### src/rtl/serial_subtract_ctrl.sv
// Bit-serial subtractor: one full_subtractor slice, LSB first, start/done handshake.
// Define SERIAL_SUB_CLAMP_EN for unsigned saturation (diff forced to 0 on final borrow).
module full_subtractor (
    input  logic a,
    input  logic b,
    input  logic c,
    output logic difference,
    output logic borrow
);
    assign difference = a ^ b ^ c;
    assign borrow     = (~a & b) | (~(a ^ b) & c);
endmodule

module serial_subtract_ctrl #(
    parameter int WIDTH = 8
) (
    input  logic             clk,
    input  logic             rst,
    input  logic             start,
    input  logic [WIDTH-1:0] a,
    input  logic [WIDTH-1:0] b,
    input  logic             bin,
    output logic             busy,
    output logic             done,
    output logic [WIDTH-1:0] diff,
    output logic             bout
);
    localparam int CW = (WIDTH > 1) ? $clog2(WIDTH) : 1;
    localparam logic [CW-1:0] LAST = CW'(WIDTH - 1);

    localparam logic [1:0] IDLE = 2'd0;
    localparam logic [1:0] RUN  = 2'd1;
    localparam logic [1:0] DONE = 2'd2;

    logic [1:0]       state;
    logic [WIDTH-1:0] a_sr;
    logic [WIDTH-1:0] b_sr;
    logic [WIDTH-1:1] res_sr;
    logic [CW-1:0]    cnt;
    logic             brw;
    logic             s_d;
    logic             s_b;
    logic [WIDTH-1:0] res_nxt;
    logic [WIDTH-1:0] fin;

    full_subtractor u_slice (
        .a          (a_sr[0]),
        .b          (b_sr[0]),
        .c          (brw),
        .difference (s_d),
        .borrow     (s_b)
    );

    assign res_nxt = {s_d, res_sr[WIDTH-1:1]};

`ifdef SERIAL_SUB_CLAMP_EN
    assign fin = s_b ? '0 : res_nxt;
`else
    assign fin = res_nxt;
`endif

    assign busy = (state != IDLE);
    assign done = (state == DONE);

    always_ff @(posedge clk or posedge rst) begin
        if (rst) begin
            state  <= IDLE;
            a_sr   <= '0;
            b_sr   <= '0;
            res_sr <= '0;
            cnt    <= '0;
            brw    <= 1'b0;
            diff   <= '0;
            bout   <= 1'b0;
        end else begin
            case (state)
                IDLE: begin
                    if (start) begin
                        a_sr  <= a;
                        b_sr  <= b;
                        brw   <= bin;
                        cnt   <= '0;
                        state <= RUN;
                    end
                end
                RUN: begin
                    res_sr <= res_nxt[WIDTH-1:1];
                    a_sr   <= {1'b0, a_sr[WIDTH-1:1]};
                    b_sr   <= {1'b0, b_sr[WIDTH-1:1]};
                    brw    <= s_b;
                    cnt    <= cnt + CW'(1);
                    // final slice result lands directly in the output registers
                    if (cnt == LAST) begin
                        state <= DONE;
                        diff  <= fin;
                        bout  <= s_b;
                    end
                end
                DONE:    state <= IDLE;
                default: state <= IDLE;
            endcase
        end
    end
endmodule

### config.mk
export PLATFORM = sky130hd
export DESIGN_NAME = serial_subtract_ctrl
export DESIGN_NICKNAME = d
export VERILOG_FILES = /design/src/rtl/serial_subtract_ctrl.sv
export SDC_FILE = /design/constraint.sdc
export NUM_CORES = 1
export LEC_CHECK = 0
export CAP_MARGIN = 0
export CORE_UTILIZATION = 51
export CTS_CLUSTER_DIAMETER = 150
export CTS_CLUSTER_SIZE = 8
export DETAILED_ROUTE_END_ITERATION = 8
export GPL_TIMING_DRIVEN = 0
export PLACE_DENSITY_LB_ADDON = 0.08
export SLEW_MARGIN = 20
export SYNTH_ARGS = -nofsm -noshare
export SYNTH_HDL_FRONTEND = slang
export SYNTH_SLANG_ARGS = --single-unit
### constraint.sdc
create_clock -name clk -period 1.9 [get_ports clk]
set_clock_uncertainty 0.05 [all_clocks]
set_input_delay 0.57 -clock clk [delete_from_list [all_inputs] [get_ports clk]]
set_output_delay 0.57 -clock clk [all_outputs]
set_load 0.005 [all_outputs]
# Word level (Yosys, flattened, before mapping)
# Cells that the tools add are included.
# classes
eq_ne	5
n_bitwise	7
n_addsub	1
reduce_logical	6
n_mux	11
# op_table
cell	count
$pmux W8 S2	2
$mux W8	2
$pmux W3 S2	1
$reduce_and A2 Y1	3
$mux W2	2
$ne A2 B2 Y1 const B	2
$pmux W2 S2	1
$reduce_bool A2 Y1	2
$add A3 B1 Y3 const B	1
$eq A3 B3 Y1 const B	1
$mux W3	1
$and A1 B1 Y1	2
$eq A2 B1 Y1 const B	1
$eq A2 B2 Y1 const B	1
$logic_not A2 Y1	1
$not A1 Y1	2
$pmux W1 S2	1
$xor A1 B1 Y1	2
$mux W1	1
$or A1 B1 Y1	1
# totals
word_cells	38
ff_bits	38
output_inout_bits	11
input_bits	20

# Longest topological paths before layout
# Gate-level depths: netlist of run 1.
# depth
depth_word	5
depth_mapped	5
mapped_depth_nobuf	4

# Cells and area by module
# From an unflattened synthesis of run 1, not the netlist that was laid out.
# hier_totals
hier_cells	135
area_unflattened_um2	1706.6
# modules_own_cells
mod	seq_area_each_um2	cells_each	area_each_um2	n_inst
serial_subtract_ctrl	950.9	131	1675.4	1
full_subtractor	0.0	4	31.3	1

# Worst setup path before layout of run 1
# OpenSTA, ideal clock, no wires.
# synth_path
kind	reg-to-reg
from	register cnt[0]
to	register diff[0]
stages_incl_launch_ff	6
setup_time_ns	0.125
path_buffers	1
synth_period_minus_slack_ns	1.516
t_arrival_ns	1.342
required_ns	1.725
path_slack_ns	0.384
cell_sequence	dfrtp_1 ha_1 ha_1 nand3b_1 buf_2 mux2_2
# synth_between
elab_chain_len	2
# synth_lines
element	line	source
start: declaration	39	logic [CW-1:0] cnt;
start signal: assignment	91	cnt <= cnt + CW'(1);
$eq A3 B3 Y1	93	if (cnt == LAST) begin
$reduce_and A2 Y1 (no source line)	--	
end signal: assignment	95	diff <= fin;
end: declaration	25	output logic [WIDTH-1:0] diff,
# Every way passes these cells.
# A chain may end at the register's enable or synchronous reset.

# Final worst setup path of run 1
# layout_path
from	register state[0]
to	output port done
# layout_between
elab_chain_len	1
# layout_lines
element	line	source
start: declaration	35	logic [1:0] state;
start signal: assignment	67	state <= IDLE;
start signal: assignment	83	state <= RUN;
start signal: assignment	94	state <= DONE;
$eq A2 B2 Y1	63	assign done = (state == DONE);
end: declaration	24	output logic done,
# Every way passes these cells.

==> qor.yml, run 1 <==
drt_first_iter_violations: 78
path_class: "register to primary output"
port_buffers: 30
pin_count_of_the_biggest_net_entering_global_routing: 39
synth-async-reset-ratio_pct: 100
drt-wirelength-per-cell_um: 15.5
route.vias.total: 1258
clock_path_buffers: 2
synth-seq-area-share_pct: 55.7
cts.sinks: 38
area_inside_the_core_boundary_um2: 3100
row_count: 20
yosys-mux-area-fraction_pct: 11.1
clock_tree.root_cell: "sky130_fd_sc_hd__clkbuf_4"
power-per-cell-area_nw_per_um2: 1570
post-synth-top-area-fraction_pct: 55.7
globalRoute.busiestLayer: "met2"
final.period_utilization_pct: 97.7
max_cap_violations: 0
nets: 210
synth-xor-area-share_pct: 0
outcome: "complete, no violations"
synthTopCellsByArea: "sky130_fd_sc_hd__dfrtp_1 (56%), sky130_fd_sc_hd__mux2_2 (11%), sky130_fd_sc_hd__a221oi_1 (4.6%)"
grtUsageMet2_pct: 36.2
drt.antenna.violating_nets: 0
endpoint_kind: "primary output"
finalMaxSlewViolations: 0
die_area_um2: 3580
setup.worst_path.start_class: "register"
setup_total_negative_slack_ps: 0
final.setup.worst_slack_ps: 43.5
fin_crit_ps: 1860
synth_simple_gate_area_share_pct: 11.4
initial_antenna_violation_count: 0
relSlewSlack_pct: 46.9
worstMarginPinSlew_ps: 795
path_clk_slew_ps: 110
synthAdderAreaFrac_pct: 2.64
top_level_ports: 31
timing.hold.worst.start: "b_sr[7]"
worstSkewPairLatency_ps: 350
met3_usage_pct: 7.14
cp_slowest_cell: "sky130_fd_sc_hd__dfrtp_1"
detail_route.drc_violations: 0
starting_utilization_of_the_core_area_pct: 55.0
dominant_combinational_cell_family_by_area_after_synthesis: "simple AND/OR/NAND/NOR gates"
diodes: 0
met1_track_usage_gr_pct: 29.2
cellLeakagePower_uw: 0.00101
die_height_um: 59.9
post-synth-top-area-cell: "sky130_fd_sc_hd__dfrtp_1"
dp.final_hpwl_mm: 2.23
yosys.cell_types.count: 21
peakVddDrop_v: 0.000980
synth.avg_cell_area_um2: 12.3
hold_vio_cnt_final: 0
routed_wirelength_mm: 3.58
place.gp.congestion: 0.726
final-setup-viol-count: 0
r2r_start: "state[1]"
ys_seq_elements: 38
route.detailed.vias_per_inst: 5.45
cp_cell_sequence: "buf_6 -> buf_8 -> nor2b_1 -> buf_2"
timing.critical_path.required_ps: 1280
grtUsageTotal_pct: 22.7
tritoncts.num_buffers: 5
mappedNetlistArea_um2: 1710
die-width_um: 59.9
synth.net_count: 162
maxClockFrequency_mhz: 539
cp_max_fo: 7
grt_overflow: 0
edff_count_synth: 0
layout-drive-gt1-share_pct: 26.2
detail_route.first_pass.iterations: 5
cts_max_level: 2
netlist_instances: 139
synth_compound_area_share_pct: 11.1
post_cts_hold_buffer_count: 0
yosysWarningCount: 0
pre_cts_ws_ps: -303
whs_ps: 455
hold_path.class: "register to register"
ys_dominant_reg_cell: "sky130_fd_sc_hd__dfrtp_1"
grt_pass1_vias: 1204
global_route_wire_length_before_repair_mm: 5.79
cpPeakStageDelay_ps: 400
worst_setup_path_startpoint: "state[0]"
area.growth.synth_to_final_pct: 31.5
crit_arrival_ps: 1240
cts_tree: "done"
==> metrics by stage <==
step | cell area, µm² | utilization [%] | power [µW] | std cells
4_1_cts | 2200 | 70.8 | 3460 | 224
2_1_floorplan | 1710 | - | 2320 | 139
6_report | 2250 | 72.4 | 3530 | 231
3_3_place_gp | 2060 | 66.5 | 2720 | 213
3_5_place_dp | 2060 | 66.5 | 2830 | 213
5_1_grt | 2250 | 72.4 | 3790 | 231
==> metal layers <==
metal / part of all wire, % / routed length, µm
met1: 43 / 1560
met3: 4.0 / 142
met4: 1.3 / 48
met2: 51 / 1830
met5: 0 / 0
==> critical path: cells and delay by family (launching register included) <==
family | cells | cell delay, ps
buffers and inverters | 3 | 380
DFF | 1 | 400
and+or+nand+nor | 1 | 110
==> layout by cell type, fill, tap and decap left out, types with 4 or more instances in the layout <==
cell type	instances
sky130_fd_sc_hd__dfrtp_1	37
sky130_fd_sc_hd__clkdlybuf4s50_1	28
sky130_fd_sc_hd__inv_1	18
sky130_fd_sc_hd__mux2_2	16
sky130_fd_sc_hd__buf_4	11
sky130_fd_sc_hd__nor2_1	9
sky130_fd_sc_hd__nor4b_1	9
sky130_fd_sc_hd__a221oi_1	9
sky130_fd_sc_hd__nor2b_1	7
sky130_fd_sc_hd__a222oi_1	6
sky130_fd_sc_hd__clkbuf_4	5
sky130_fd_sc_hd__buf_6	4
sky130_fd_sc_hd__buf_2	4
==> synthesized netlist by cell type (2+ instances only) <==
cell type                  number
sky130_fd_sc_hd__dfrtp_1       38
sky130_fd_sc_hd__buf_6          3
sky130_fd_sc_hd__inv_1         19
sky130_fd_sc_hd__a32o_1         2
sky130_fd_sc_hd__buf_2          3
sky130_fd_sc_hd__nand2b_1       2
sky130_fd_sc_hd__nor2_1        10
sky130_fd_sc_hd__ha_1           2
sky130_fd_sc_hd__nor2b_1        7
sky130_fd_sc_hd__a221oi_1       9
sky130_fd_sc_hd__a222oi_1       6
sky130_fd_sc_hd__mux2_2        16
sky130_fd_sc_hd__nor4b_1        9
sky130_fd_sc_hd__a22o_1         2
sky130_fd_sc_hd__clkbuf_1       5
==> sequential cells by signal, indices dropped and copies added, names as in the netlist <==
name	count
state	2
cnt	3
res_sr	7
diff	8
bout	1
b_sr	8
brw	1
a_sr	8
==> layout make-up <==
cell class / instances / area [µm²]
Clock inverter: 1 / 30.0
Clock buffer: 6 / 51.3
Tap cell: 44 / 55.1
Sequential cell: 38 / 952
Buffer: 11 / 83.8
Multi-Input combinational cell: 71 / 626
Timing Repair Buffer: 41 / 377
Fill cell: 263 / 857
Inverter: 19 / 71.3
==> power breakdown <==
part	total [µW]	switching, µW	internal, µW	leakage, µW
Combinational	1590	671	917	0.000531
Sequential	1380	186	1190	0.000436
Clock	563	257	306	0.0000443
Total	3530	1110	2420	0.00101
==> repair_timing <==
item                                    CTS  global route
pin swaps                                 1             1
endpoints found under the setup margin    2             3
setup buffers                             4             7
gates resized for setup                  15             5
==> worst paths after layout <==
check / cells past startpoint / to / slack, ps
min: 1 / b_sr[7] / 450
max in group asynchronous: 2 / state[1] / 620
max: 4 / done / 40
max reg2reg: 7 / res_sr[7] / 190
min in group asynchronous: 2 / res_sr[1] / 630
min reg2reg: 1 / b_sr[7] / 450
==> cell families after synthesis <==
family                     count (synthesis)
and+or+nand+nor                           30
buffers and inverters                     30
muxes                                     17
DFF                                       38
adders and majority gates                  3
AOI/OAI and AO/OA                         21
(Power assumes the default switching activity.)
==> inputs of run 2 (changes only) <==
Settings changed: CORE_ASPECT_RATIO from default to 0.8.
==> qor.yml, run 2 (synthesis results as in run 1) <==
r2r_start: "cnt[0]"
relSlewSlack_pct: 48.2  # +1.3 points
port_buffers: 30  # unchanged
row_count: 18  # -10%
timing.critical_path.required_ps: 1280  # about the same
dpl.cell_count: 209  # -1.9%
worstMarginPinSlew_ps: 776  # -19.3 ps
setup_total_negative_slack_ps: 0  # unchanged
nets: 201  # -4.3%
cellLeakagePower_uw: 0.000971  # -4.0%
setup.reg_to_reg.worst_slack_ps: 180  # about the same
fin_util_pct: 69.8  # -2.6 points
cts.sinks: 38  # unchanged
crit_arrival_ps: 1210  # -30 ps
cp_slowest_cell: "sky130_fd_sc_hd__dfrtp_2"
final-setup-viol-count: 0  # unchanged
die_height_um: 53.8  # -10%
routed_wirelength_mm: 3.39  # -5.3%
drt_first_iter_violations: 74  # -5.1%
hold_vio_cnt_final: 0  # unchanged
area.sequential_um2: 952  # unchanged
cts_max_level: 2  # unchanged
dp.final_hpwl_mm: 2.27  # +1.7%
whs_path_depth: 1  # unchanged
dpl_cell_area_um2: 2060  # -0.24%
power_frac_clock_pct: 16.4  # +0.5 points
initial_antenna_violation_count: 0  # unchanged
area.growth.synth_to_final_pct: 28.0
grt_setup_unrepaired: "false"
die-width_um: 66.7  # +11%
netSwitchingFraction_pct: 31.9  # +0.38 points
outcome: "complete, no violations"
finalMaxSlewViolations: 0  # unchanged
endpoint_kind: "primary output"
cpPeakStageDelay_ps: 450  # +50 ps
grtUsageTotal_pct: 21.9  # -0.73 points
min_delay_worst_endpoint: "b_sr[7]"
max_cap_violations: 0  # unchanged
starting_utilization_of_the_core_area_pct: 54.6  # -0.48 points
route.detailed.vias_per_inst: 5.57  # +2.2%
worstSkewPairLatency_ps: 280  # -70 ps
tritoncts.num_buffers: 5  # unchanged
fin_crit_ps: 1830  # -31.0 ps
layout.cells.most_common: "sky130_fd_sc_hd__dfrtp_1"
reg2regPathDepth: 5  # -2
post_layout_nonfiller_instances: 219  # -5.2%
place.gp.congestion: 0.740  # +1.9%
drt-wirelength-per-cell_um: 15.5  # -0.15%
path_class: "register to primary output"
peakVddDrop_v: 0.000805  # -18%
hold_path.class: "register to register"
cp_cell_sequence: "clkbuf_4 -> nor2b_2 -> buf_2"
power-per-cell-area_nw_per_um2: 1560  # -0.70%
maxClockFrequency_mhz: 548  # +1.7%
die_area_um2: 3590  # about the same
detail_route.drc_violations: 0  # unchanged
area_inside_the_core_boundary_um2: 3130  # +0.89%
final.period_utilization_pct: 96.1  # -1.6 points
biggestRegsByFlops: "a_sr x8, b_sr x8, diff x8"
post_route_total_power_uw: 3410  # -3.4%
combinationalPowerShare_pct: 42.8  # -2.2 points
rr_endpoint: "diff[2]"
clock_path_buffers: 2  # unchanged
grt_pass1_vias: 1158  # -3.8%
timing.hold.worst.start: "b_sr[7]"
post_cts_hold_buffer_count: 0  # unchanged
setup.worst_path.start_class: "register"
clock_tree.root_cell: "sky130_fd_sc_hd__clkbuf_8"
final_area_um2: 2190  # -2.7%
grt_overflow: 0  # unchanged
cts_tree: "done"
top_level_ports: 31  # unchanged
fillCellCount: 218  # -17%
layout-drive-gt1-share_pct: 22.3  # -3.9 points
netSwitchingPower_uw: 1090  # -2.2%
diodes: 0  # unchanged
route.vias.total: 1219  # -3.1%
cp_max_fo: 10  # +3
pin_count_of_the_biggest_net_entering_global_routing: 39  # unchanged
multiInputGateArea_um2: 628  # +0.40%
mostFrequentLayoutCells: "sky130_fd_sc_hd__dfrtp_1 (37), sky130_fd_sc_hd__clkdlybuf4s50_1 (28), sky130_fd_sc_hd__inv_1 (18)"
sequentialPowerShare_pct: 40.8  # +1.7 points
drt.antenna.violating_nets: 0  # unchanged
global_route_wire_length_before_repair_mm: 5.53  # -4.4%
path_clk_slew_ps: 70  # -40 ps
cell_internal_pwr_uw: 2320  # -3.9%
detail_route.first_pass.iterations: 5  # unchanged
[run 2: worst max-delay path: cells and delay by family (launching register included)]
family | cells | cell delay [ps]
AND/OR/NAND/NOR | 1 | 160
flip-flops | 1 | 450
buffers and inverters | 2 | 320
[run 2: cell type report]
cell class	count	share of cell area, %
buffer	11	3.84
timing repair buffer	32	14.1
tap	40	2.29
inverter	19	3.26
multi-input combinational	71	28.7
sequential	38	43.6
clock buffer	7	3.95
clock inverter	1	0.229
[run 2: worst max-delay path by stage]
stage | from | to | cells after the start
after floorplan | cnt[0] | diff[0] | 5
after global placement | rst | b_sr[4] | 2
after detailed placement | start | a_sr[5] | 4
after CTS | state[0] | done | 4
after global routing | state[1] | done | 3
final | state[1] | done | 3
[run 2: power groups by stage]
stage | Combinational [µW] | Clock, µW | Sequential [µW]
2_1_floorplan | 956 | 0 | 1360
3_3_place_gp | 1340 | 0 | 1380
3_5_place_dp | 1410 | 0 | 1410
4_1_cts | 1470 | 577 | 1390
5_1_grt | 1600 | 609 | 1450
6_report | 1460 | 560 | 1390
[run 2: metal layers]
layer	GRT usage [%]	vias to the layer above	routed length (µm)
met4	7.45	0	26
met3	5.72	4	171
li1	-	572	-
met1	27.8	602	1570
met5	0	-	0
met2	36.9	41	1620
[run 2: metrics by stage]
step	setup WS (ps)	hold WS (ps)
detailed placement	-274	432
finish	74.5	445
floorplan	384	416
CTS	0.319	449
global placement	-342	426
global route	18.3	453
[run 2: what timing repair did]
item,4_1_cts,5_1_grt
resized for setup,13,4
setup endpoints to repair,2,10
pin swaps,1,1
endpoints found under the hold margin,0,0
buffers inserted,3,0
==> inputs of run 3 (changes only) <==
Settings changed: CORE_UTILIZATION 51 to 25.
==> qor.yml, run 3 (synthesis results as in run 1) <==
detail_route.first_pass.iterations: 7  # +2
die_height_um: 75.9  # +41%
reg2regPathDepth: 5  # unchanged
top_level_ports: 31  # unchanged
hold_vio_cnt_final: 0  # unchanged
cts.sinks: 38  # unchanged
die-width_um: 94.4  # +42%
grt_setup_unrepaired: "false"
clock_path_buffers: 2  # unchanged
max_cap_violations: 0  # unchanged
grt_pass1_vias: 1278  # +10%
timing.critical_path.required_ps: 1280  # about the same
cp_cell_sequence: "buf_6 -> clkbuf_8 -> nor2b_1 -> buf_2"
power-per-cell-area_nw_per_um2: 1500  # -4.0%
mostFrequentLayoutCells: "sky130_fd_sc_hd__dfrtp_1 (37), sky130_fd_sc_hd__clkdlybuf4s50_1 (27), sky130_fd_sc_hd__inv_1 (18)"
row_count: 26  # +8
setup_total_negative_slack_ps: 0  # unchanged
hold_path.class: "input port to asynchronous set/reset pin"
tritoncts.num_buffers: 5  # unchanged
crit_arrival_ps: 1190  # -20 ps
rr_endpoint: "diff[0]"
sequentialPowerShare_pct: 40.5  # -0.3 points
path_class: "register to primary output"
nets: 203  # +1.0%
final-setup-viol-count: 0  # unchanged
fin_crit_ps: 1810  # -19.8 ps
final.setup.worst_slack_ps: 94.3  # +19.8 ps
routed_wirelength_mm: 3.62  # +6.8%
pre_cts_ws_ps: -292  # -18.8 ps
global_route_wire_length_before_repair_mm: 6.11  # +10%
pin_count_of_the_biggest_net_entering_global_routing: 32  # -18%
diodes: 0  # unchanged
biggestRegsByFlops: "a_sr x8, b_sr x8, diff x8"
netSwitchingFraction_pct: 31.8  # -0.10 points
cp_slowest_cell: "sky130_fd_sc_hd__dfrtp_1"
cell_internal_pwr_uw: 2330  # +0.14%
worstSkewPairLatency_ps: 290  # about the same
cts_tree: "done"
area.growth.synth_to_final_pct: 33.3
detail_route.drc_violations: 0  # unchanged
cp_max_fo: 10  # unchanged
cellLeakagePower_uw: 0.000995  # +2.5%
finalMaxSlewViolations: 0  # unchanged
drt_first_iter_violations: 32  # -57%
die_area_um2: 7170  # +100%
place.gp.congestion: 0.673  # -9.1%
maxClockFrequency_mhz: 554  # +1.1%
area_inside_the_core_boundary_um2: 6510  # +110%
clock_tree.root_cell: "sky130_fd_sc_hd__clkbuf_8"
setup.reg_to_reg.worst_slack_ps: 220  # +40 ps
route.vias.total: 1205  # -1.1%
peakVddDrop_v: 0.000358  # -56%
cts_max_level: 2  # unchanged
initial_antenna_violation_count: 0  # unchanged
final.period_utilization_pct: 95.0  # -1.0 points
layout.cells.most_common: "sky130_fd_sc_hd__dfrtp_1"
starting_utilization_of_the_core_area_pct: 26.3  # -28 points
port_buffers: 30  # unchanged
setup.worst_path.start_class: "register"
layout-drive-gt1-share_pct: 23.2  # +0.86 points
r2r_start: "cnt[0]"
worstMarginPinSlew_ps: 487  # -289 ps
netSwitchingPower_uw: 1090  # -0.32%
grt_overflow: 0  # unchanged
relSlewSlack_pct: 67.5  # +19 points
cpPeakStageDelay_ps: 380  # -70 ps
drt.antenna.violating_nets: 0  # unchanged
outcome: "complete, no violations"
route.detailed.vias_per_inst: 4.55  # -18%
grtUsageTotal_pct: 11.3  # -11 points
endpoint_kind: "primary output"
path_clk_slew_ps: 70  # about the same
combinationalPowerShare_pct: 42.7  # about the same
dpl_cell_area_um2: 2130  # +3.6%
power_frac_clock_pct: 16.8  # +0.4 points
worst_setup_path_startpoint: "state[0]"
dp.final_hpwl_mm: 2.42  # +6.5%
final_area_um2: 2280  # +4.1%
critPathCapture: "done"
drt-wirelength-per-cell_um: 13.7  # -12%
-- run 3: repair_timing --
action	CTS	global route
buffers inserted	2	1
pin swaps	1	1
hold buffers	0	0
resized for setup	13	5
endpoints found under the setup margin	2	9
-- run 3: cell type report --
cell class	count	area [µm²]
buffer	11	82.6
timing repair buffer	34	344
clock inverter	2	12.5
clock buffer	6	82.6
sequential	38	952
tap	84	105
inverter	19	71.3
fill	645	4230
multi-input combinational	71	626
-- run 3: stage by stage --
step                      hold slack [ps]  total power (µW)  std cells  util [%]
final                                 456              3410        265      35.0
after global routing                  471              3720        265      35.0
after CTS                             451              3480        264      34.7
after detailed placement              443              2820        254      32.8
after global placement                433              2780        253      32.5
after floorplan                       416              2320        139         -
-- run 3: worst max-delay path: cells and delay by family (launching register included) --
kind                   cells  cell delay (ps)
buffers and inverters      3              420
and+or+nand+nor            1              110
DFF                        1              380
-- run 3: power by group through the flow --
| stage | Clock, µW | Combinational (µW) | Sequential [µW] |
|---|---|---|---|
| 6_report | 575 | 1460 | 1380 |
| 5_1_grt | 650 | 1630 | 1440 |
| 4_1_cts | 610 | 1480 | 1380 |
| 3_5_place_dp | 0 | 1410 | 1410 |
| 3_3_place_gp | 0 | 1380 | 1390 |
| 2_1_floorplan | 0 | 956 | 1360 |
-- run 3: per-layer routing --
| layer | track usage (%) | part of all wire [%] | wire length [µm] |
|---|---|---|---|
| met1 | 14.6 | 48 | 1730 |
| met3 | 3.51 | 3.9 | 142 |
| met4 | 4.15 | 1.1 | 40 |
| met5 | 0 | 0 | 0 |
| met2 | 17.4 | 47 | 1700 |
-- run 3: worst min path at each step --
| stage | end | slack [ps] | depth (start not counted) |
|---|---|---|---|
| detailed placement | diff[3] | 440 | 1 |
| global route | a_sr[4] | 470 | 2 |
| global placement | b_sr[7] | 430 | 1 |
| finish | a_sr[4] | 460 | 2 |
| floorplan | a_sr[7] | 420 | 1 |
| CTS | a_sr[5] | 450 | 2 |
